$ cat src/rtl/queue_pkg.sv
// Shared definitions for the queue round-robin arbiter: default sizes and
// the two-state control encoding.
package queue_pkg;

    localparam int W_DEFAULT     = 8;
    localparam int DEPTH_DEFAULT = 16;

    typedef enum logic {
        ST_RUN   = 1'b0,
        ST_FLUSH = 1'b1
    } state_t;

endpackage

$ cat src/rtl/rr_pick.sv
// Combinational round-robin picker: first asserted request at or after
// rr_ptr, wrapping modulo N.
module rr_pick #(
    parameter  int N  = 4,
    localparam int IW = $clog2(N)
) (
    input  logic [N-1:0]  req,
    input  logic [IW-1:0] rr_ptr,
    output logic          any,
    output logic [N-1:0]  onehot,
    output logic [IW-1:0] idx
);

    localparam logic [IW:0] NV = (IW+1)'(N);

    always_comb begin
        logic [IW:0] pos;
        pos    = '0;
        any    = 1'b0;
        onehot = '0;
        idx    = '0;
        for (int k = 0; k < N; k++) begin
            // one extra bit so rr_ptr + k can be folded back into 0..N-1
            pos = {1'b0, rr_ptr} + (IW+1)'(k);
            if (pos >= NV) begin
                pos = pos - NV;
            end
            if (!any && req[pos[IW-1:0]]) begin
                any                 = 1'b1;
                onehot[pos[IW-1:0]] = 1'b1;
                idx                 = pos[IW-1:0];
            end
        end
    end

endmodule

$ cat src/rtl/queue_rr_arbiter.sv
// Shares one FIFO between N producers (round-robin push side) and a
// valid/ready consumer, with a flush mode that drains the queue.
module queue_rr_arbiter
    import queue_pkg::*;
#(
    parameter  int N     = 4,
    parameter  int W     = W_DEFAULT,
    parameter  int DEPTH = DEPTH_DEFAULT,
    localparam int CW    = $clog2(DEPTH+1),
    localparam int IW    = $clog2(N)
) (
    input  logic          m_clock,
    input  logic          p_reset,
    input  logic [N-1:0]  req,
    input  logic [N*W-1:0] din,
    output logic [N-1:0]  gnt,
    output logic [W-1:0]  q_in,
    output logic          q_push,
    output logic          q_pop,
    input  logic [W-1:0]  q_out,
    input  logic          q_is_empty,
    output logic          deq_valid,
    input  logic          deq_ready,
    output logic [W-1:0]  deq_data,
    input  logic          flush,
    output logic          busy_flush,
    output logic [CW-1:0] count
);

    localparam logic [CW-1:0] FULL = CW'(DEPTH);
    localparam logic [IW-1:0] LAST = IW'(N-1);

    state_t        state;
    state_t        next_state;
    logic [IW-1:0] rr_ptr;
    logic          pick_any;
    logic [N-1:0]  pick_onehot;
    logic [IW-1:0] pick_idx;
    logic [W-1:0]  din_arr [N];
    logic          grant_now;

    rr_pick #(.N(N)) u_pick (
        .req    (req),
        .rr_ptr (rr_ptr),
        .any    (pick_any),
        .onehot (pick_onehot),
        .idx    (pick_idx)
    );

    always_comb begin
        for (int i = 0; i < N; i++) begin
            din_arr[i] = din[i*W +: W];
        end
    end

    // A flush request on the same edge suppresses the grant; no bypass when full.
    assign grant_now = (state == ST_RUN) && !flush && pick_any && (count < FULL);

    always_comb begin
        next_state = state;
        deq_valid  = 1'b0;
        q_pop      = 1'b0;
        busy_flush = 1'b0;
        deq_data   = q_out;
        case (state)
            ST_RUN: begin
                deq_valid = ~q_is_empty;
                q_pop     = ~q_is_empty & deq_ready;
                if (flush) begin
                    next_state = ST_FLUSH;
                end
            end
            ST_FLUSH: begin
                busy_flush = 1'b1;
                q_pop      = ~q_is_empty;
                if (q_is_empty && !q_push && (count == '0)) begin
                    next_state = ST_RUN;
                end
            end
            default: next_state = ST_RUN;
        endcase
    end

    always_ff @(posedge m_clock or posedge p_reset) begin
        if (p_reset) begin
            state  <= ST_RUN;
            gnt    <= '0;
            q_in   <= '0;
            q_push <= 1'b0;
            rr_ptr <= '0;
            count  <= '0;
        end else begin
            state <= next_state;
            if (grant_now) begin
                gnt    <= pick_onehot;
                q_in   <= din_arr[pick_idx];
                q_push <= 1'b1;
                rr_ptr <= (pick_idx == LAST) ? '0 : pick_idx + IW'(1);
            end else begin
                gnt    <= '0;
                q_push <= 1'b0;
            end
            case ({grant_now, q_pop})
                2'b10:   count <= count + CW'(1);
                2'b01:   count <= count - CW'(1);
                default: count <= count;
            endcase
        end
    end

    count_no_overflow: assert property (@(posedge m_clock) disable iff (p_reset)
        !(grant_now && !q_pop && (count == FULL)));
    count_no_underflow: assert property (@(posedge m_clock) disable iff (p_reset)
        !(q_pop && !grant_now && (count == '0)));

endmodule

$ cat config.mk
export PLATFORM = sky130hd
export DESIGN_NAME = queue_rr_arbiter
export DESIGN_NICKNAME = d
export VERILOG_FILES = /design/src/rtl/queue_pkg.sv /design/src/rtl/rr_pick.sv /design/src/rtl/queue_rr_arbiter.sv
export SDC_FILE = /design/constraint.sdc
export NUM_CORES = 1
export LEC_CHECK = 0
export CORE_MARGIN = 2
export CORE_UTILIZATION = 50
export DETAILED_ROUTE_END_ITERATION = 7
export DONT_BUFFER_PORTS = 1
export HOLD_SLACK_MARGIN = 0.15
export PLACE_DENSITY = 0.71
export SLEW_MARGIN = 10
export SYNTH_ARGS = -nofsm -noshare
export SYNTH_HDL_FRONTEND = slang
export SYNTH_SLANG_ARGS = --single-unit
$ cat constraint.sdc
create_clock -name m_clock -period 2.8 [get_ports m_clock]
set_clock_uncertainty 0.1 [all_clocks]
set_input_delay 0.56 -clock m_clock [delete_from_list [all_inputs] [get_ports m_clock]]
set_output_delay 0.56 -clock m_clock [all_outputs]
set_load 0.05 [all_outputs]
# After elaboration in Yosys (flattened, before gate mapping)
# Cells that the tools add are included.
# classes
n_addsub	10
order_cmp	14
eq_ne	3
muxes	45
n_bitwise	7
n_reduce_logical	19
# ops
cell	count
4-bit 2-to-1 mux	5
2-bit 2-to-1 mux	9
1-bit 2-to-1 mux	17
8-bit binary-select mux with 2-bit select	1
8-bit 2-to-1 mux	2
3-bit greater-or-equal comparator, second input constant	4
1-bit logical AND	12
2-bit by 3-bit < comparator with 1-bit output, second input constant	4
4-bit OR	3
5-bit one-hot mux with 2 select lines	1
1-bit binary-select mux with 2-bit select	4
1-bit demux with 2-bit select	4
2-bit by 1-bit greater-or-equal comparator with 1-bit output, second input constant	4
2-bit by 1-bit subtractor with 2-bit output, second input constant	4
2-bit by 2-bit adder with 3-bit output, second input constant	2
5-bit by 1-bit adder with 5-bit output, second input constant	1
1-bit zero test	5
5-bit zero test	1
5-bit < comparator, second input constant	1
5-bit by 1-bit subtractor with 5-bit output, second input constant	1
2-bit equality test, second input constant	2
1-bit one-hot mux with 2 select lines	2
2-bit by 1-bit adder with 3-bit output, second input constant	1
2-bit by 3-bit greater-or-equal comparator with 1-bit output, second input constant	1
other kinds (6)	7
# word_totals
register_bits	21

# Logic depth before layout (Yosys ltp)
# logic_depth
depth_word	18
ltp_mapped	15

# Hierarchy
# From an unflattened synthesis, not the netlist that was laid out.
# hier_totals
cells_unflattened	166
hier_area_um2	1724.2
# by_module_without_submodules
module	instances	cells_per_inst	area_per_inst_um2
queue_rr_arbiter	1	121	1305.0
rr_pick	1	45	419.2

# Worst setup path after synthesis
# No wires, ideal clock.
# synth_path
path_kind	register -> register
from	reg state
to	reg count[4]
setup_time_ns	0.145
t_arrival_ns	3.201
setup_slack_ns	-0.646
stages_incl_launch_ff	13
n_path_buf	1
path_cell_list	dfrtp_1 -> nor2_1 -> nor2_1 -> ha_1 -> clkbuf_1 -> xor2_1 -> ha_1 -> o21a_1 -> o22a_1 -> a21oi_1 -> xor2_1 -> nor2_1 -> xor2_1
# synth_via
elab_cells_between_ends	9
# synth_rtl
element	line	source
from (decl)	queue_rr_arbiter.sv:33	state_t state;
from (signal assigned)	queue_rr_arbiter.sv:93	state <= next_state;
1-bit inverter	-	
1-bit one-hot mux with 2 select lines (*)	queue_rr_arbiter.sv:65	case (state)
net q_pop	queue_rr_arbiter.sv:19	output logic q_pop,
2-bit by 1-bit equality test with 1-bit output / 2-bit equality test (equally long branches)	queue_rr_arbiter.sv:103	case ({grant_now, q_pop})
5-bit one-hot mux with 2 select lines / 2-bit nonzero test (equally long branches)	-	
to (signal assigned)	queue_rr_arbiter.sv:104	2'b10: count <= count + CW'(1);
to (signal assigned)	queue_rr_arbiter.sv:105	2'b01: count <= count - CW'(1);
to (signal assigned)	queue_rr_arbiter.sv:106	default: count <= count;
to (decl)	queue_rr_arbiter.sv:27	output logic [CW-1:0] count
# Mark *: on every way through the listed nets, which the timed path passes. The rest lies on a longest branch.
# A chain may end at the register's enable or synchronous reset.

# Worst setup path after layout
# Ends and elaborated chain as after synthesis.

==> results.md <==
- ANT cells: 0
- Mapped Area: 1820 sq um
- EDFF count, synth: 0
- Post-CTS Setup Inserts: 0
- Tightest Hold Check Type: in2async
- Post-synth top area cell: dfrtp_1
- Via/cell ratio: between 6 and 7
- Hold-fix buffers, CTS: 0
- Core ar.: about 3400 sq um
- Count of final hold-check violations: 0
- # fillers: slightly above 300
- Post-DP HPWL: slightly above 3 mm
- First-iteration detailed-routing DRC count: 55
- Synthesized Nets: roughly 250
- Top FF cell, synth: dfrtp_1
- CP arrival: 2.77 ns
- Power Density: 1240 nW/um^2
- Clock Power Share: between 6 and 7%
- CTS tree: built
- Comb pwr share: 60.3%
- Syn avg cell area: between 9 and 10 sq um
- Type of the worst setup path: reg2reg
- Startpoint types: flop
- Max Fclk: 0.373 GHz
- Worst Setup SP: state
- Num CTS Buffers: 3
- Max Cap Viol: 0
- Crit-path max FO: 6
- Area share of the largest cell type after synthesis: between 20% and 30%
- Layout cells sized above 1: 28.9%
- Unrepaired setup endpoints after global routing: false
- Largest net degree at the start of global routing: 22
- CTS Buffer Depth: 2
- Endpoints failing setup: 0
- First-pass GRT wire length: between 6 and 7 mm
- CP required: roughly 2.9 ns
- Drt pass-1 iters: 4
- Multi-input gate area: 1180 sq um
- P_leak: 0.000768 uW
- Fin nets: roughly 240
- Via Count: between 1,000 and 1,500
- Worst-margin pin slew: between 0.7 and 0.8 ns
- Share of synthesized registers carrying an async set or reset: 100%
- P_int: between 1000 and 1500 uW
- Area delta synth->final: 3.51%
- Post-route minimum period: 2.68 ns
- Yosys reg bits: 21
- Congestion Overflow GR: 0
- Initial antenna violation count: 0
- H-tree Lvls: 1
- Die Area: 4130 sq um
- Finished Core Util: 55.0%
- CP Capture Type: flop
- Clock-pin slew on the worst setup and hold paths: roughly 0.12 ns
- VDD IR max: around 0.58 mV
- Clk sinks: 21
- Seq/Total Area, Yosys: just under 30%
- Global placer's final weighted congestion: just under 0.9
- Flop pwr share: roughly a third
- Final ANT Viol Nets: 0
- Cell Rows: 21
- Number of global-route vias before repair: 1,443
- Switch Pwr: 1280 uW
- Wire length per cell: 17.7 um
- Residual DRC: 0
- Overall Global Routing Usage: 19.9%
- Initial Util: between 50% and 60%
- Die Ht: 64.3 um
- Net Sw Frac: between 50% and 60%
- Clk root buf: clkbuf_4
- Routed WL: between 3 and 4 mm
- Status: finished, final reports clean
- R2R Path Start: state
- Mapped Cells: around 190
- Clk_lat worst skew: roughly 0.30 ns
- Period utilization: between 90 and 100%
- Slew HR: between 40% and 50%
- Max-slew violations: 0
- Final setup margin: 0.116 ns
- Largest cells by area after synthesis: dfrtp_1 (29%), ha_1 (8.3%), mux2i_1 (6.1%)
- Port Buf Inserts: 0
- Storage cell area: about 530 sq um
- Pre-CTS worst setup slack: roughly 0.047 ns
- Yosys cell types: 45
- Chip Width: 64.3 um
- Yosys warns: 0
- Hold slack: between 0.15 and 0.2 ns
- I/O Pins: just under 80
state kept, by name, indices dropped and copies added, names as in the netlist, named ones only:
signal,cells
rr_ptr,1
q_push,1
gnt,4
q_in,8
count,5
state,1
logic make-up after synthesis:
logic type | after synthesis | synth area share, %
AOI/OAI and AO/OA | 36 | 17.5
xor gates and xnor gates | 9 | 4.34
adders and majority gates | 12 | 8.27
buffers and inverters | 24 | 8.48
DFF | 21 | 28.9
muxes | 24 | 16.2
and+or+nand+nor | 60 | 16.3
critical path, cell delays in order, from the launching register on:
cell and delay (ns):
dfrtp_2 0.59, nor2_2 0.10, nor2_4 0.37, ha_4 0.22, xor2_2 0.07, ha_2 0.20, o21a_1 0.17, o22a_1 0.19
a21oi_1 0.18, xor2_1 0.18, nor2_1 0.07, xor2_1 0.14
layer usage:
| layer | global-route usage (%) | wire length (um) | vias up | share of wire [%] |
|---|---|---|---|---|
| li1 | - | - | 654 | - |
| met1 | 21.5 | 1520 | 673 | 38 |
| met2 | 37.6 | 2140 | 70 | 54 |
| met3 | 5.46 | 279 | 8 | 7.0 |
| met4 | 5.32 | 46 | 0 | 1.2 |
| met5 | 0 | 0 | - | 0 |
path summary, 6_finish.rpt:
path	slack [ns]	depth (start not counted)	end
setup reg to reg	0.12	11	count[4]
setup / recovery	0.12	11	count[4]
hold reg to reg	0.52	3	flop
hold / removal	0.17	1	q_in[1]
min in group m_clock	0.27	1	state
max in group asynchronous	1.89	1	count[4]
synthesized netlist by cell type, types with 4 or more instances:
master,number
xor2_1,6
nand3_1,16
mux2i_1,11
nand2_1,17
dfrtp_1,21
mux2_2,9
clkbuf_1,6
buf_4,8
inv_1,4
nor2_1,18
a22oi_1,5
a221oi_1,4
ha_1,12
o211ai_2,8
layout by cell type, fill, tap and decap left out, types with 5 or more instances in the layout:
master,instances
dfrtp_1,18
mux2i_1,11
xor2_1,5
nor2_1,15
mux2_2,9
o211ai_2,8
nand3_1,16
ha_1,10
nand2_1,16
a22oi_1,5
buf_4,9
per-stage QoR:
stage          power [uW]  std cells  TNS [ns]  instance area, sq um
3_3_place_gp         2110        222         0                  1830
3_5_place_dp         2200        222         0                  1830
2_1_floorplan        1980        186   -0.0358                  1850
6_report             2340        226         0                  1880
5_1_grt              2510        226         0                  1880
4_1_cts              2340        226         0                  1850
layout make-up:
| cell class | count | share of cell area (%) |
|---|---|---|
| Clock buffer | 3 | 1.20 |
| Clock inverter | 1 | 0.266 |
| Inverter | 5 | 0.999 |
| Multi-Input combinational cell | 141 | 62.7 |
| Sequential cell | 21 | 28.2 |
| Tap cell | 46 | 3.06 |
| Timing Repair Buffer | 9 | 3.60 |
power by group through the flow:
stage | clock (uW) | combinational [uW] | sequential (uW)
after floorplan | 0 | 1130 | 847
after detailed placement | 0 | 1410 | 790
final | 144 | 1410 | 786
after global placement | 0 | 1330 | 785
after global routing | 163 | 1540 | 803
after CTS | 151 | 1410 | 785
repair_timing:
action | in CTS | in global routing
hold endpoints to repair | 0 | 0
gates resized for setup | 0 | 5
setup endpoints to repair | 0 | 2
Note: power is estimated with default switching activity, not from simulation.
==> variant, RTL diff (config.mk and constraints unchanged) <==
Register the output `count` once more, cleared by the reset; this adds one clock of latency there. The other outputs are not delayed to match.
--- a/src/rtl/queue_rr_arbiter.sv
+++ b/src/rtl/queue_rr_arbiter.sv
@@ -30,6 +30,8 @@
     localparam logic [CW-1:0] FULL = CW'(DEPTH);
     localparam logic [IW-1:0] LAST = IW'(N-1);
 
+    logic [CW-1:0] count_s0;
+
     state_t        state;
     state_t        next_state;
     logic [IW-1:0] rr_ptr;
@@ -54,7 +56,7 @@
     end
 
     // A flush request on the same edge suppresses the grant; no bypass when full.
-    assign grant_now = (state == ST_RUN) && !flush && pick_any && (count < FULL);
+    assign grant_now = (state == ST_RUN) && !flush && pick_any && (count_s0 < FULL);
 
     always_comb begin
         next_state = state;
@@ -73,7 +75,7 @@
             ST_FLUSH: begin
                 busy_flush = 1'b1;
                 q_pop      = ~q_is_empty;
-                if (q_is_empty && !q_push && (count == '0)) begin
+                if (q_is_empty && !q_push && (count_s0 == '0)) begin
                     next_state = ST_RUN;
                 end
             end
@@ -88,7 +90,7 @@
             q_in   <= '0;
             q_push <= 1'b0;
             rr_ptr <= '0;
-            count  <= '0;
+            count_s0 <= '0;
         end else begin
             state <= next_state;
             if (grant_now) begin
@@ -101,17 +103,25 @@
                 q_push <= 1'b0;
             end
             case ({grant_now, q_pop})
-                2'b10:   count <= count + CW'(1);
-                2'b01:   count <= count - CW'(1);
-                default: count <= count;
+                2'b10:   count_s0 <= count_s0 + CW'(1);
+                2'b01:   count_s0 <= count_s0 - CW'(1);
+                default: count_s0 <= count_s0;
             endcase
         end
     end
 
     count_no_overflow: assert property (@(posedge m_clock) disable iff (p_reset)
-        !(grant_now && !q_pop && (count == FULL)));
+        !(grant_now && !q_pop && (count_s0 == FULL)));
     count_no_underflow: assert property (@(posedge m_clock) disable iff (p_reset)
-        !(q_pop && !grant_now && (count == '0)));
+        !(q_pop && !grant_now && (count_s0 == '0)));
+
+    always_ff @(posedge m_clock or posedge p_reset) begin
+        if (p_reset) begin
+            count <= '0;
+        end else begin
+            count <= count_s0;
+        end
+    end
 
 endmodule
 
Check against the original RTL: not equivalent (a bounded check fails within 4 cycles, from zero or initial values and one cycle with p_reset high).
==> variant against the original RTL <==
  * Sequential share of layout area increased by 7.0 points
  * Sequential cell count increased by 5
  * Highest routed layer unchanged
  * Synthesized area decreased by 0.28%
  * Worst setup slack improved by 0.097 ns
  * Non-clock buffer count decreased by 1
  * Final cell count decreased by 4.0%
  * Power decreased by 0.11%
  * Routed wire length decreased by 9.9%
  * Cell area decreased by 1.7%
  * Largest power group unchanged
==> variant: results (changes against the original RTL) <==
| Metric | Value |
|---|---|
| ANT cells | `0 (unchanged)` |
| Synth Net Count | `240 (-2.8%)` |
| CP startpoint | `state` |
| Layout cell share with drive strength beyond 1 | `15.8% (-13 points)` |
| LEAKAGE | `0.000808 uW (+5.2%)` |
| Prevailing post-synth register cell | `dfrtp_1` |
| Sequential area share after synthesis | `35.9% (+7.0 points)` |
| R2R Path End | `count_s0[4]` |
| Fill cells | `303 (-1.3%)` |
| Status | `finished clean` |
| Detailed placement HPWL | `2770 um (-9.8%)` |
| Worst vdd ir | `0.522 mV (-9.8%)` |
| First-pass GRT wire length | `5890 um (-9.4%)` |
| Largest net degree at the start of global routing | `27 (+23%)` |
| Clk slew on worst S/H paths | `0.14 ns (+0.02 ns)` |
| Hold Path Class | `input pin to async pin` |
| Relative slew margins | `34.1% (-14 points)` |
| Worst Setup Slack post-DPL | `0.00500 ns (-0.0418 ns)` |
| DR vias/cell | `5.94 (-4.5%)` |
| Vias in the first global route | `1304 (-9.6%)` |
| Total GRT Usage | `17.7% (-2.2 points)` |
| Commonest cells post-synth | `26 x dfrtp_1, 20 x mux2i_1, 19 x nor2_1` |
| WP data arrival | `2.71 ns (-0.06 ns)` |
| Yosys warns | `0 (unchanged)` |
| DP Area | `1810 um2 (-1.2%)` |
| Yosys cell types | `42 (-6.7%)` |
| CP Max Fanout | `9 (+3)` |
| Registers with the most flip-flops | `q_in: 8 flops, count: 5 flops, count_s0: 5 flops` |
| Clock Latency Late Sink | `0.32 ns (+0.02 ns)` |
| R2R Setup Slk | `0.21 ns (+0.10 ns)` |
| Ys async rst share | `100% (unchanged)` |
| Largest cells by area after synthesis | `dfrtp_1 36%, mux2i_1 11%, ha_1 8.3%` |
| FF-to-FF path depth | `12 (+1)` |
| Initial antenna violation count | `0 (unchanged)` |
| Final nets | `233 (-3.7%)` |
| Cts bufs inserted | `3 (unchanged)` |
| GP Congestion | `0.807 (-7.3%)` |
| Wirelength, routed | `3600 um (-9.9%)` |
[variant: changes by cell type after synthesis, moves of 3 or more]
cell,change
dfrtp_1,+5
o21ai_1,+4
mux2_2,-8
o211ai_2,-8
o221ai_1,+7
mux2i_1,+9
buf_6,+3
nand3_1,-15
[variant: final cells by class]
cell class	count	area, um2	area share (%)
tap	46	57.6	3.11
sequential	26	651	35.2
inverter	4	15.0	0.812
multi-input combinational	129	1020	55.5
clock buffer	4	36.3	1.96
timing repair buffer	8	63.8	3.45
[variant: repair_timing]
| item | 4_1_cts | 5_1_grt |
|---|---|---|
| resized for setup | 0 | 2 |
| endpoints found under the setup margin | 0 | 8 |
| hold endpoints to repair | 0 | 0 |
| setup buffers | 0 | 0 |
[variant: metal layers]
layer / up-vias / routed length (um) / track usage [%]
met5: - / 0 / 0
li1: 617 / - / -
met3: 8 / 198 / 2.46
met4: 0 / 50 / 5.59
met2: 42 / 1850 / 31.5
met1: 621 / 1500 / 22.0
[variant: kinds of logic (layout without fill, tap and decap cells)]
family / Yosys count / count (layout) / synth area share, %
fa+ha+maj: 12 / 12 / 8.29
simple gates: 45 / 45 / 11.1
mux: 24 / 24 / 14.9
buf+inv: 24 / 16 / 9.67
flops: 26 / 26 / 35.9
xor+xnor: 9 / 9 / 4.35
compound gates: 39 / 39 / 15.7
[variant: worst max-delay path: stages (launching register included)]
cell,delay [ns]
dfrtp_1,0.45
nor3_1,0.27
buf_4,0.18
o21ai_4,0.06
ha_4,0.19
xor2_1,0.17
ha_2,0.20
o21a_1,0.17
o22a_1,0.20
a21oi_2,0.13
xor2_1,0.16
nor2_1,0.06
xor2_1,0.14
[variant: per-stage QoR]
step	hold WS (ns)	instances
after floorplan	0.252	179
after global placement	0.332	213
after detailed placement	0.351	213
after CTS	0.268	217
after global routing	0.297	217
final	0.239	217
[variant: how the worst max path moves through the flow]
stage | endpoint | slack [ns]
5_1_grt | count_s0[4] | 0.03
2_1_floorplan | count_s0[4] | -0.21
3_5_place_dp | count_s0[4] | 0.005
4_1_cts | q_in[7] | 0.09
3_3_place_gp | count_s0[4] | 0.15
6_report | count_s0[4] | 0.21
[variant: where the power goes]
group          total (uW)  leakage [uW]  internal, uW  switching [uW]
Clock                 189     0.0000210          79.6             109
Sequential            990      0.000322           518             472
Combinational        1160      0.000465           537             622
Total                2340      0.000808          1130            1200
